## config.mk

```make
export PLATFORM = sky130hd
export DESIGN_NAME = var_state_bank_flat
export DESIGN_NICKNAME = d
export VERILOG_FILES = /design/src/rtl/sat_engine_pkg.sv /design/src/rtl/var_state_bank_if.sv /design/src/rtl/var_state_bank_cell.sv /design/src/rtl/var_state_bank.sv /design/src/flat_wrapper.sv
export SDC_FILE = /design/constraint.sdc
export NUM_CORES = 1
export LEC_CHECK = 0
export ABC_CLOCK_PERIOD_IN_PS = 3900
export BUFFER_PORTS_ARGS = -buffer_cell sky130_fd_sc_hd__buf_2
export CORE_AREA = 2 2 275 277
export CTS_BUF_LIST = sky130_fd_sc_hd__clkbuf_16
export DETAILED_ROUTE_END_ITERATION = 12
export DIE_AREA = 0 0 277 279
export GPL_ROUTABILITY_DRIVEN = 0
export PLACE_DENSITY = 0.59
export SLEW_MARGIN = 30
export SYNTH_ARGS = -nofsm -noshare
export SYNTH_HDL_FRONTEND = slang
export SYNTH_SLANG_ARGS = --single-unit
```

## constraint.sdc

```tcl
create_clock -name clk -period 3.9 [get_ports clk]
set_input_delay 0 -clock clk [delete_from_list [all_inputs] [get_ports clk]]
set_output_delay 0 -clock clk [all_outputs]
set_load 0.05 [all_outputs]
```

## src/rtl/sat_engine_pkg.sv

```systemverilog
// sat_engine_pkg: value encodings, implied-bit position and scan FSM states
package sat_engine_pkg;
    localparam logic [1:0] VAL_FREE     = 2'b00;
    localparam logic [1:0] VAL_TRUE     = 2'b10;
    localparam logic [1:0] VAL_FALSE    = 2'b01;
    localparam logic [1:0] VAL_CONFLICT = 2'b11;
    localparam int         IMPLIED_BIT  = 0;
    typedef enum logic [1:0] {S_IDLE, S_SCAN, S_DONE} scan_state_t;
endpackage

```

## src/rtl/var_state_bank_if.sv

```systemverilog
// var_state_bank_if: clause/controller traffic of one variable bank
interface var_state_bank_if #(
    parameter int NUM_VARS  = 8,
    parameter int WIDTH_LVL = 16,
    parameter int WIDTH_IDX = $clog2(NUM_VARS)
);
    logic [3*NUM_VARS-1:0]             value_i;
    logic [3*NUM_VARS-1:0]             value_o;
    logic [WIDTH_LVL*NUM_VARS-1:0]     lvl_i;
    logic [WIDTH_LVL*NUM_VARS-1:0]     lvl_o;
    logic                              dec_valid_i;
    logic [WIDTH_IDX-1:0]              dec_idx_i;
    logic [WIDTH_LVL-1:0]              cur_lvl_i;
    logic                              imply_i;
    logic [NUM_VARS-1:0]               find_imply_o;
    logic                              conflict_o;
    logic                              analyze_i;
    logic [2*NUM_VARS-1:0]             learnt_o;
    logic                              scan_start_i;
    logic                              scan_done_o;
    logic [WIDTH_LVL-1:0]              max_lvl_o;
    logic [WIDTH_LVL-1:0]              bkt_lvl_o;
    logic                              bkt_i;
    logic [WIDTH_LVL-1:0]              bkt_lvl_i;
    logic                              wr_states_i;
    logic [(3+WIDTH_LVL)*NUM_VARS-1:0] states_i;
    logic [(3+WIDTH_LVL)*NUM_VARS-1:0] states_o;
    modport master (
        output value_i, lvl_i, dec_valid_i, dec_idx_i, cur_lvl_i, imply_i, analyze_i,
               scan_start_i, bkt_i, bkt_lvl_i, wr_states_i, states_i,
        input  value_o, lvl_o, find_imply_o, conflict_o, learnt_o, scan_done_o,
               max_lvl_o, bkt_lvl_o, states_o
    );
    modport slave (
        input  value_i, lvl_i, dec_valid_i, dec_idx_i, cur_lvl_i, imply_i, analyze_i,
               scan_start_i, bkt_i, bkt_lvl_i, wr_states_i, states_i,
        output value_o, lvl_o, find_imply_o, conflict_o, learnt_o, scan_done_o,
               max_lvl_o, bkt_lvl_o, states_o
    );
endinterface

```

## src/rtl/var_state_bank_cell.sv

```systemverilog
// var_state_cell: one variable's value, level, saved phase, pre-analysis snapshot and learnt literal
module var_state_cell
    import sat_engine_pkg::*;
#(
    parameter int WIDTH_LVL  = 16,
    parameter int PHASE_SAVE = 1
) (
    input  logic                 clk,
    input  logic                 rst,
    input  logic                 i_dec,
    input  logic [WIDTH_LVL-1:0] i_cur_lvl,
    input  logic                 i_imply,
    input  logic [2:0]           i_value,
    input  logic [WIDTH_LVL-1:0] i_lvl,
    input  logic                 i_analyze,
    input  logic                 i_bkt,
    input  logic [WIDTH_LVL-1:0] i_bkt_lvl,
    input  logic                 i_wr,
    input  logic [2:0]           i_state_value,
    input  logic [WIDTH_LVL-1:0] i_state_lvl,
    output logic [2:0]           o_value,
    output logic [WIDTH_LVL-1:0] o_lvl,
    output logic [1:0]           o_learnt
);
    logic [2:0]           r_value, r_saved_val, w_value;
    logic [WIDTH_LVL-1:0] r_lvl, w_lvl;
    logic [1:0]           r_learnt, w_learnt;
    logic                 r_phase, w_dec_phase, w_marked, w_capture;

    always_comb begin
        w_dec_phase = (PHASE_SAVE != 0) ? r_phase : 1'b1;
        w_marked    = r_value[2:1] == VAL_CONFLICT;
        w_value     = r_value;
        w_lvl       = r_lvl;
        if (i_wr) begin
            w_value = i_state_value;
            w_lvl   = i_state_lvl;
        end else if (i_dec) begin
            w_value = {w_dec_phase, ~w_dec_phase, 1'b0};
            w_lvl   = i_cur_lvl;
        end else if (i_imply && i_value[IMPLIED_BIT]) begin
            w_value = i_value;
            w_lvl   = i_lvl;
        end else if (i_analyze && i_value[2:1] == VAL_CONFLICT)
            w_value = {VAL_CONFLICT, r_value[IMPLIED_BIT]};  // keep implied bit: it tells decisions apart
        else if (i_bkt && r_lvl > i_bkt_lvl)
            w_value = '0;
        else if (i_bkt && r_learnt != 2'b00 && r_lvl == i_bkt_lvl)
            w_value = {~r_saved_val[2:1], r_saved_val[IMPLIED_BIT]};
        w_capture = w_marked && (r_lvl != i_cur_lvl || !r_value[IMPLIED_BIT] || !i_value[IMPLIED_BIT]);
        w_learnt  = w_capture ? ~r_saved_val[2:1] : (w_marked || i_analyze) ? r_learnt : 2'b00;
    end

    always_ff @(posedge clk) begin
        if (!rst) begin
            r_value     <= 3'b111;
            r_lvl       <= '0;
            r_phase     <= 1'b1;
            r_saved_val <= '0;
            r_learnt    <= '0;
        end else begin
            r_value     <= w_value;
            r_lvl       <= w_lvl;
            r_phase     <= (w_value[2:1] == VAL_TRUE) ? 1'b1 : (w_value[2:1] == VAL_FALSE) ? 1'b0 : r_phase;
            r_saved_val <= i_analyze ? r_saved_val : r_value;
            r_learnt    <= w_learnt;
        end
    end

    assign o_value  = r_value;
    assign o_lvl    = r_lvl;
    assign o_learnt = r_learnt;
endmodule

```

## src/rtl/var_state_bank.sv

```systemverilog
// var_state_bank: assignment state of all variables of one bin, with
// decide/imply/backtrack/load, learnt-literal capture and a max/backjump level scan
module var_state_bank
    import sat_engine_pkg::*;
#(
    parameter int NUM_VARS   = 8,
    parameter int WIDTH_LVL  = 16,
    parameter int PHASE_SAVE = 1,
    parameter int WIDTH_IDX  = $clog2(NUM_VARS)
) (
    input logic             clk,
    input logic             rst,
    var_state_bank_if.slave bus
);
    localparam int SW = 3 + WIDTH_LVL;

    logic [WIDTH_LVL-1:0] w_lvl_a [NUM_VARS];
    logic [1:0]           w_lrn_a [NUM_VARS];
    logic [NUM_VARS-1:0]  w_conf;

    for (genvar k = 0; k < NUM_VARS; k++) begin : g_var
        logic [2:0]           w_val;
        logic [WIDTH_LVL-1:0] w_l;
        logic [1:0]           w_lrn;
        var_state_cell #(.WIDTH_LVL(WIDTH_LVL), .PHASE_SAVE(PHASE_SAVE)) u_cell (
            .clk           (clk),
            .rst           (rst),
            .i_dec         (bus.dec_valid_i && bus.dec_idx_i == WIDTH_IDX'(k)),
            .i_cur_lvl     (bus.cur_lvl_i),
            .i_imply       (bus.imply_i),
            .i_value       (bus.value_i[3*k +: 3]),
            .i_lvl         (bus.lvl_i[WIDTH_LVL*k +: WIDTH_LVL]),
            .i_analyze     (bus.analyze_i),
            .i_bkt         (bus.bkt_i),
            .i_bkt_lvl     (bus.bkt_lvl_i),
            .i_wr          (bus.wr_states_i),
            .i_state_value (bus.states_i[SW*k+WIDTH_LVL +: 3]),
            .i_state_lvl   (bus.states_i[SW*k +: WIDTH_LVL]),
            .o_value       (w_val),
            .o_lvl         (w_l),
            .o_learnt      (w_lrn)
        );
        assign bus.value_o[3*k +: 3]                 = w_val;
        assign bus.lvl_o[WIDTH_LVL*k +: WIDTH_LVL]   = w_l;
        assign bus.learnt_o[2*k +: 2]                = w_lrn;
        assign bus.states_o[SW*k +: SW]              = {w_val, w_l};
        assign bus.find_imply_o[k]                   = bus.value_i[3*k+IMPLIED_BIT] && w_val[2:1] == VAL_FREE;
        assign w_conf[k]  = w_val[2:1] == VAL_CONFLICT || bus.value_i[3*k+1 +: 2] == VAL_CONFLICT;
        assign w_lvl_a[k] = w_l;
        assign w_lrn_a[k] = w_lrn;
    end

    assign bus.conflict_o = |w_conf;

    scan_state_t          r_state, w_state;
    logic [WIDTH_IDX-1:0] r_idx;
    logic [WIDTH_LVL-1:0] r_max, r_second, r_max_o, r_bkt_o, w_max, w_second, w_cl;
    logic                 w_last, w_hit, w_up;

    always_ff @(posedge clk) r_state <= !rst ? S_IDLE : w_state;

    always_comb begin
        w_last   = r_idx == WIDTH_IDX'(NUM_VARS - 1);
        w_state  = (r_state == S_IDLE) ? (bus.scan_start_i ? S_SCAN : S_IDLE)
                 : (r_state == S_SCAN) ? (w_last ? S_DONE : S_SCAN) : S_IDLE;
        w_cl     = w_lvl_a[r_idx];
        w_hit    = w_lrn_a[r_idx] != 2'b00;
        w_up     = w_hit && w_cl > r_max;
        w_max    = w_up ? w_cl : r_max;
        w_second = w_up ? r_max : (w_hit && w_cl < r_max && w_cl > r_second) ? w_cl : r_second;
    end

    // results are latched on the last visit so they are valid alongside the done pulse
    always_ff @(posedge clk) begin
        if (!rst) begin
            r_idx    <= '0;
            r_max    <= '0;
            r_second <= '0;
            r_max_o  <= '0;
            r_bkt_o  <= '0;
        end else if (r_state == S_IDLE && bus.scan_start_i) begin
            r_idx    <= '0;
            r_max    <= '0;
            r_second <= '0;
        end else if (r_state == S_SCAN) begin
            r_idx    <= r_idx + 1'b1;
            r_max    <= w_max;
            r_second <= w_second;
            if (w_last) begin
                r_max_o <= w_max;
                r_bkt_o <= w_second;
            end
        end
    end

    assign bus.scan_done_o = r_state == S_DONE;
    assign bus.max_lvl_o   = r_max_o;
    assign bus.bkt_lvl_o   = r_bkt_o;
endmodule

```

## src/flat_wrapper.sv

```systemverilog
// flat-port wrapper written by rule: the top's interface ports become plain ports
module var_state_bank_flat import sat_engine_pkg::*;
#(
    parameter int NUM_VARS   = 8,
    parameter int WIDTH_LVL  = 16,
    parameter int PHASE_SAVE = 1,
    parameter int WIDTH_IDX  = $clog2(NUM_VARS)
)
  (clk, rst, bus_value_i, bus_lvl_i, bus_dec_valid_i, bus_dec_idx_i, bus_cur_lvl_i, bus_imply_i, bus_analyze_i, bus_scan_start_i, bus_bkt_i, bus_bkt_lvl_i, bus_wr_states_i, bus_states_i, bus_value_o, bus_lvl_o, bus_find_imply_o, bus_conflict_o, bus_learnt_o, bus_scan_done_o, bus_max_lvl_o, bus_bkt_lvl_o, bus_states_o);
  var_state_bank_if #(.NUM_VARS(NUM_VARS), .WIDTH_LVL(WIDTH_LVL), .WIDTH_IDX(WIDTH_IDX)) bus_i ();
  input logic clk;
  input logic rst;
  input wire logic [$bits(bus_i.value_i)-1:0] bus_value_i;
  input wire logic [$bits(bus_i.lvl_i)-1:0] bus_lvl_i;
  input wire logic [$bits(bus_i.dec_valid_i)-1:0] bus_dec_valid_i;
  input wire logic [$bits(bus_i.dec_idx_i)-1:0] bus_dec_idx_i;
  input wire logic [$bits(bus_i.cur_lvl_i)-1:0] bus_cur_lvl_i;
  input wire logic [$bits(bus_i.imply_i)-1:0] bus_imply_i;
  input wire logic [$bits(bus_i.analyze_i)-1:0] bus_analyze_i;
  input wire logic [$bits(bus_i.scan_start_i)-1:0] bus_scan_start_i;
  input wire logic [$bits(bus_i.bkt_i)-1:0] bus_bkt_i;
  input wire logic [$bits(bus_i.bkt_lvl_i)-1:0] bus_bkt_lvl_i;
  input wire logic [$bits(bus_i.wr_states_i)-1:0] bus_wr_states_i;
  input wire logic [$bits(bus_i.states_i)-1:0] bus_states_i;
  output wire logic [$bits(bus_i.value_o)-1:0] bus_value_o;
  output wire logic [$bits(bus_i.lvl_o)-1:0] bus_lvl_o;
  output wire logic [$bits(bus_i.find_imply_o)-1:0] bus_find_imply_o;
  output wire logic [$bits(bus_i.conflict_o)-1:0] bus_conflict_o;
  output wire logic [$bits(bus_i.learnt_o)-1:0] bus_learnt_o;
  output wire logic [$bits(bus_i.scan_done_o)-1:0] bus_scan_done_o;
  output wire logic [$bits(bus_i.max_lvl_o)-1:0] bus_max_lvl_o;
  output wire logic [$bits(bus_i.bkt_lvl_o)-1:0] bus_bkt_lvl_o;
  output wire logic [$bits(bus_i.states_o)-1:0] bus_states_o;
  assign bus_i.value_i = bus_value_i;
  assign bus_i.lvl_i = bus_lvl_i;
  assign bus_i.dec_valid_i = bus_dec_valid_i;
  assign bus_i.dec_idx_i = bus_dec_idx_i;
  assign bus_i.cur_lvl_i = bus_cur_lvl_i;
  assign bus_i.imply_i = bus_imply_i;
  assign bus_i.analyze_i = bus_analyze_i;
  assign bus_i.scan_start_i = bus_scan_start_i;
  assign bus_i.bkt_i = bus_bkt_i;
  assign bus_i.bkt_lvl_i = bus_bkt_lvl_i;
  assign bus_i.wr_states_i = bus_wr_states_i;
  assign bus_i.states_i = bus_states_i;
  assign bus_value_o = bus_i.value_o;
  assign bus_lvl_o = bus_i.lvl_o;
  assign bus_find_imply_o = bus_i.find_imply_o;
  assign bus_conflict_o = bus_i.conflict_o;
  assign bus_learnt_o = bus_i.learnt_o;
  assign bus_scan_done_o = bus_i.scan_done_o;
  assign bus_max_lvl_o = bus_i.max_lvl_o;
  assign bus_bkt_lvl_o = bus_i.bkt_lvl_o;
  assign bus_states_o = bus_i.states_o;
  var_state_bank #(.NUM_VARS(NUM_VARS), .WIDTH_LVL(WIDTH_LVL), .PHASE_SAVE(PHASE_SAVE), .WIDTH_IDX(WIDTH_IDX)) u_core (.clk(clk), .rst(rst), .bus(bus_i));
endmodule
```

After elaboration in Yosys (flattened, before gate mapping)

Cells that the tools add are included.

Bits in registers: 269
Input port bits: 347
Output and inout port bits: 362
Word-level logic and storage cells: 431

Add/subtract/negate cells: 1
Magnitude comparators: 12
Equal/unequal tests: 74
Multiplexer cells: 101
Bitwise logic cells: 19
Reduce and logical (&&, ||, !) cells: 170

Operators with widths:

| operator           | count |
|---|---|
| $mux 16            | 29 |
| $gt 16x16->1       | 10 |
| $mux 3             | 48 |
| $eq 16x16->1       | 8 |
| $ne 16x16->1       | 8 |
| $logic_and 1x1->1  | 68 |
| $eq 2x2->1 const B | 25 |
| $bmux 16 s3        | 1 |
| $mux 2             | 21 |
| $reduce_bool 5->1  | 8 |
| $logic_or 1x1->1   | 32 |
| $ne 4x4->1 const B | 8 |
| $reduce_bool 3->1  | 8 |
| $eq 2x1->1 const B | 9 |
| $logic_not 2->1    | 9 |
| $reduce_bool 2->1  | 9 |
| $reduce_or 2->1    | 9 |
| $logic_not 1->1    | 16 |
| $lt 16x16->1       | 1 |
| $ne 2x2->1 const B | 8 |
| $not 2->2          | 8 |
| $reduce_and 2->1   | 8 |
| $eq 3x3->1 const B | 5 |
| $not 1->1          | 10 |
| other kinds (10)   | 11 |

Depth between registers and ports, before layout

Depth after elaboration: 11
Mapped depth: 16
Mapped depth without buffers: 12

Modules after synthesis

Synthesis repeated with hierarchy kept, for this count alone.

Cell total of the unflattened synthesis: 2709
Area, all modules: 22034.9 µm²

By module, submodules not included:

| module                                       | times used | cells each | area an instance (µm²) | seq. area each (µm²) |
|---|---|---|---|---|
| var_state_cell at u_core.g_var[3].u_cell ... | 5          | 257        | 1970.6                 | 500.5 |
| var_state_bank                               | 1          | 677        | 6127.1                 | 1381.3 |
| var_state_cell at u_core.g_var[0].u_cell ... | 3          | 249        | 2018.2                 | 500.5 |

Least setup slack after synthesis

No wires, ideal clock.

Path kind: reg2reg
From: register u_core.r_idx[0]
To: register u_core.r_second[11]
Library setup time: 0.087 ns
Arrival: 3.503 ns
Required time: 3.813 ns
Setup slack: 0.310 ns
Cell stages (with the launch flop): 15
Buffers on the path: 3
Period minus slack after synthesis: 3.590 ns
Cell sequence: dfxtp_1 > buf_6 > buf_2 > mux4_2 > mux2_2 > ha_1 > nor2b_1 > o211ai_1 > a2111o_1 > o211ai_1 > nand4b_4 > nand2_2 > nand2_2 > buf_4 > a221oi_2

Longest elaborated chain between the ends: 9
Elaborated cells between the ends (all ways): 16
Those cells by class: order compare: 3; mux: 8; bitwise: 1; reduce/logical: 4

Ends and longest elaborated chain:

| item                                                                 | line                                       | source |
|---|---|---|
| start: declaration                                                   | var_state_bank.sv:56                       | `logic [WIDTH_IDX-1:0] r_idx;` |
| start signal: assignment                                             | var_state_bank.sv:86                       | `r_idx <= r_idx + 1'b1;` |
| $not 3->4 (not written as such) (*)                                  | var_state_bank.sv:66, var_state_bank.sv:67 |  |
| $bmux 16 s3 or $bmux 2 s3 (tied branches)                            | var_state_bank.sv:66, var_state_bank.sv:67 |  |
| $mux 16 (not written as such) or $mux 2 (tied branches) (2 in a row) | var_state_bank.sv:66, var_state_bank.sv:67 |  |
| $lt 16x16->1 or $reduce_bool 2->1 (tied branches)                    | var_state_bank.sv:70, var_state_bank.sv:67 |  |
| $logic_and 1x1->1 (2 in a row)                                       | var_state_bank.sv:70                       | `w_second = w_up ? r_max : (w_hit && w_cl < r_max && w_cl > r_second) ? w_cl : r_second;` |
| $mux 16                                                              | var_state_bank.sv:70                       |  |
| $mux 16 (*)                                                          | var_state_bank.sv:70                       |  |
| end signal: assignment                                               | var_state_bank.sv:88                       | `r_second <= w_second;` |
| end: declaration                                                     | var_state_bank.sv:57                       | `logic [WIDTH_LVL-1:0] r_max, r_second, r_max_o, r_bkt_o, w_max, w_second, w_cl;` |

Every way passes the cells marked *; elsewhere a longest branch is shown, timed or not. The select of a mux whose other input is x is not followed.
A chain may end at the register's enable or synchronous reset.

Worst setup path after layout

From: register u_core.r_idx[0]
To: register u_core.r_max[15]

Longest elaborated chain between the ends: 7
Elaborated cells between the ends (all ways): 11
Those cells by class: order compare: 1; mux: 7; bitwise: 1; reduce/logical: 2

Ends and longest elaborated chain:

| item                                                                 | line                                       | source |
|---|---|---|
| $not 3->4 (not written as such) (*)                                  | var_state_bank.sv:66, var_state_bank.sv:67 |  |
| $bmux 16 s3 or $bmux 2 s3 (tied branches)                            | var_state_bank.sv:66, var_state_bank.sv:67 |  |
| $mux 16 (not written as such) or $mux 2 (tied branches) (2 in a row) | var_state_bank.sv:66, var_state_bank.sv:67 |  |
| $gt 16x16->1 or $reduce_bool 2->1 (tied branches)                    | var_state_bank.sv:68, var_state_bank.sv:67 |  |
| $logic_and 1x1->1                                                    | var_state_bank.sv:68                       | `w_up = w_hit && w_cl > r_max;` |
| $mux 16 (*)                                                          | var_state_bank.sv:69                       | `w_max = w_up ? w_cl : r_max;` |
| end signal: assignment                                               | var_state_bank.sv:87                       | `r_max <= w_max;` |
| end: declaration                                                     | var_state_bank.sv:57                       |  |

Marked as above.

==> results.yml <==
outcome:
  status: "finished, final reports clean"
finish:
  areaGrowthSynthToFinish_pct: 37.7
  fillers: 7629
  drive_gt1_share_pct: 29.1
  layout.nets: 4077
  fin_area_um2: 29300
place:
  post-place-ws_ns: 0.141
  portBuffers: 708
  dp_hpwl_mm: 95.0
  place_area_um2: 25700
yosys:
  netlist_area_um2: 21300
  synthArstFlopShare_pct: 0
  synth_top_family_by_area: "simple AND/OR/NAND/NOR gates"
  synth_cell_types: 72
  synth_xor_xnor_area_share_pct: 5.31
  syn_inst: 2719
  dominantRegCellSynth: "dfxtp_1"
  yosys.area_share.simple_pct: 20.8
  syn_nets: 3228
  synth_fa_ha_area_share_pct: 9.72
  yosysWarningCount: 0
  synth.avg_cell_area_um2: 7.82
  synth_edf_count: 0
  synth_compound_area_share_pct: 20.0
  synth.area.mux_share_pct: 8.72
  ys_seq_elements: 269
  yosysSeqAreaShare_pct: 25.3
setup_path:
  cpPeakStageDelay_ns: 0.57
  critPathArrivalTime_ns: 4.14
  worst-endpoint-required_ns: 4.32
  crit_fanout: 24
  worstSetupStartpointType: "flip-flop"
  cpMaxStageDelayCell: "mux4_2"
  path_cells: "buf_12, mux4_2, mux2_2, ha_1, and3_1, a221o_1, nand2_1, nand4b_1, o211ai_2, buf_4, mux2i_1, o21ai_0"
  rr_worst_depth: 12
  setup.worst_path.end_class: "flip-flop"
  critical_path_class: "flip-flop to flip-flop"
global_route:
  antenna_found_initial: 4
  gr-total-overflow: 0
  grt_pass1_vias: 23100
  grt_pass1_wl_mm: 172
  grt_start_max_net_pins: 133
  grt_usage_pct: 30.8
clock_network:
  clk_pin_slew_ns: 0.06
  h-tree-depth: 2
  worstSkewPairLatency_ns: 0.57
  clock_sinks: 269
  cts_buffers: 35
  cts_tree: "yes"
  ctsRootBufferMaster: "clkbuf_16"
  cts.path.max_buffers: 3
hold_path:
  hold_class: "input port to flip-flop"
  min_path_cells: 6
timing:
  skew_ns: 0.0312
  setup_ws_ns: 0.181
  worstMarginPinSlew_ns: 0.998
  slew_headroom_pct: 33.0
  setup_viol: 0
  finalCritPeriodShare_pct: 95.4
  timing.final.max_slew_violations: 0
  period_minus_slack_ns: 3.72
  rsz0062_at_grt: "no"
  finalHoldViolCount: 0
  max_freq_ghz: 0.269
  setup_tns_ns: 0
detailed_routing:
  detail-route-antenna-nets: 0
  via_count: 24500
  wl_mm: 124
  dr.pass1.iters: 8
  drtIter0Drc: 2874
  vias_per_cell: 5.38
  post-route-drc-count: 0
  wl_per_cell_um: 27.1
die:
  die_width_um: 277
  core_um2: 74100
  die_h_um: 279
  initial_utilization_pct: 28.7
  die_area_um2: 77300
  num_rows: 100
  io_pins: 709
pwr:
  vdd_drop_max_mv: 0.213
  powerDensity_nw_per_um2: 362
  leakagePower_nw: 13.6
job:
  cap_violations: 0
-- final cells by class --
| type | instances | area, um^2 | share of cell area (%) |
|---|---|---|---|
| clock inverters | 26 | 175 | 0.598 |
| clock buffers | 36 | 901 | 3.08 |
| repair buffers | 1143 | 7530 | 25.7 |
| inverters | 73 | 275 | 0.940 |
| diodes | 3 | 7.51 | 0.0256 |
| multi-input cells | 2046 | 13800 | 47.1 |
| flip-flops and latches | 269 | 5390 | 18.4 |
| well taps | 969 | 1210 | 4.14 |
-- critical path: cells and delay by family (launching register included) --
family          cells  cell delay, ns
mux                 3            1.22
compound gates      3            0.65
buf+inv             2            0.60
simple gates        3            0.42
flops               1            0.37
fa+ha+maj           1            0.28
-- through the flow --
step	total power [mW]	util, %	hold slack [ns]	instances
2_1_floorplan	5.79	-	0.141	2719
3_3_place_gp	7.10	34.7	0.235	4255
3_5_place_dp	7.13	34.7	0.237	4255
4_1_cts	10.6	39.5	0.000293	4562
5_1_grt	11.0	39.5	0.00622	4564
6_report	10.6	39.5	0.0152	4565
-- metal layers --
metal  up-vias  wire length (um)  GRT usage, %
li1      11200                 -             -
met1     11700             53000          42.0
met2      1421             53900          47.6
met3       227             11900          6.21
met4         0              5180          11.8
met5         -                 0             0
-- synthesized netlist by cell type (all sizes together), types with 4 or more instances --
cell type  count  share of area [%]
dfxtp        269                 25
o41ai          9               0.37
nand2        405                7.2
a21o           8               0.28
o311ai         9               0.37
a22oi          5               0.18
o211ai        89                3.2
a21oi        201                4.7
o21ai        198                4.7
mux2i         93                4.4
nor2b         40                1.2
buf          199                6.5
o311a          4               0.19
a211o          6               0.25
inv           73                1.3
a211oi        31                1.4
nand4         49                1.5
nor3          34               0.85
nor2         136                2.4
or2            8               0.24
and2         110                3.2
ha           162                9.5
xnor2          8               0.33
nor3b         11               0.46
clkbuf       132                2.3
o21bai         6               0.21
mux2          16               0.85
nand3         82                1.9
a2111oi        6               0.25
a221oi        11               0.60
mux4          33                3.5
maj3           4               0.19
nand2b         6               0.18
and3           6               0.18
a31oi          8               0.24
nor4          33               0.97
o221ai         5               0.21
xor2         121                5.0
a21boi        52                1.8
o22ai          9               0.26
-- cells by family (layout without fill, tap and decap cells) --
group / Yosys count / in the layout
and+or+nand+nor: 933 / 933
AOI/OAI and AO/OA: 676 / 676
buffers and inverters: 404 / 1278
DFF: 269 / 269
adders and majority gates: 166 / 166
muxes: 142 / 142
xor gates and xnor gates: 129 / 129
other: 0 / 3
-- where the power goes --
| group | internal, mW | switching (mW) | leakage [nW] |
|---|---|---|---|
| combinational | 1.41 | 2.77 | 10.8 |
| clock | 1.80 | 1.40 | 0.554 |
| sequential | 2.94 | 0.274 | 2.22 |
-- cell usage in the layout, fill, tap and decap left out, types with 8 or more instances in the layout --
cell type	count
buf_2	706
nand2_1	403
dfxtp_1	267
dlygate4sd3_1	245
a21oi_1	201
o21ai_0	186
buf_4	182
ha_1	162
nor2_1	134
xor2_1	121
and2_1	110
mux2i_1	93
o211ai_1	88
nand3_1	82
inv_1	78
a21boi_0	50
nand4_1	48
nor2b_1	40
clkbuf_16	36
mux4_2	33
nor4_1	33
nor3_1	23
a211oi_1	19
mux2_2	16
o21ai_1	12
a211oi_2	12
nor3_2	11
clkinv_1	10
o22ai_1	9
o311ai_0	9
o41ai_1	9
nor3b_1	8
a21o_1	8
a31oi_1	8
xnor2_1	8
-- flip-flops by register name, summed over array words and instances, names as in the netlist --
signal,cells
u_core.bus.max_lvl_o,16
u_core.g_var.u_cell.o_learnt,16
u_core.g_var.u_cell.o_lvl,128
u_core.g_var.u_cell.r_phase,8
u_core.g_var.u_cell.r_saved_val,24
u_core.r_second,16
u_core.bus.bkt_lvl_o,16
u_core.r_max,16
u_core.r_state,2
u_core.r_idx,3
u_core.g_var.u_cell.o_value,24
-- final timing paths --
kind                                                   to                                   from  slack, ns
max                         u_core.r_max[15]$_SDFFE_PP0N_           u_core.r_idx[0]$_SDFFE_PP0N_       0.18
min          u_core.g_var[4].u_cell.o_lvl[6]$_SDFFE_PN0P_                          bus_lvl_i[70]       0.02
max reg2reg                 u_core.r_max[15]$_SDFFE_PP0N_           u_core.r_idx[0]$_SDFFE_PP0N_       0.18
min reg2reg         u_core.bus.max_lvl_o[13]$_SDFFE_PN0P_  u_core.bus.max_lvl_o[13]$_SDFFE_PN0P_       0.44
-- timing repair --
action,4_1_cts,5_1_grt
endpoints found under the hold margin,159,0
hold buffers,245,0
endpoints found under the setup margin,0,7
resized for setup,0,2
buffers inserted,0,0
No activity file was read; power rests on OpenSTA's default activity.
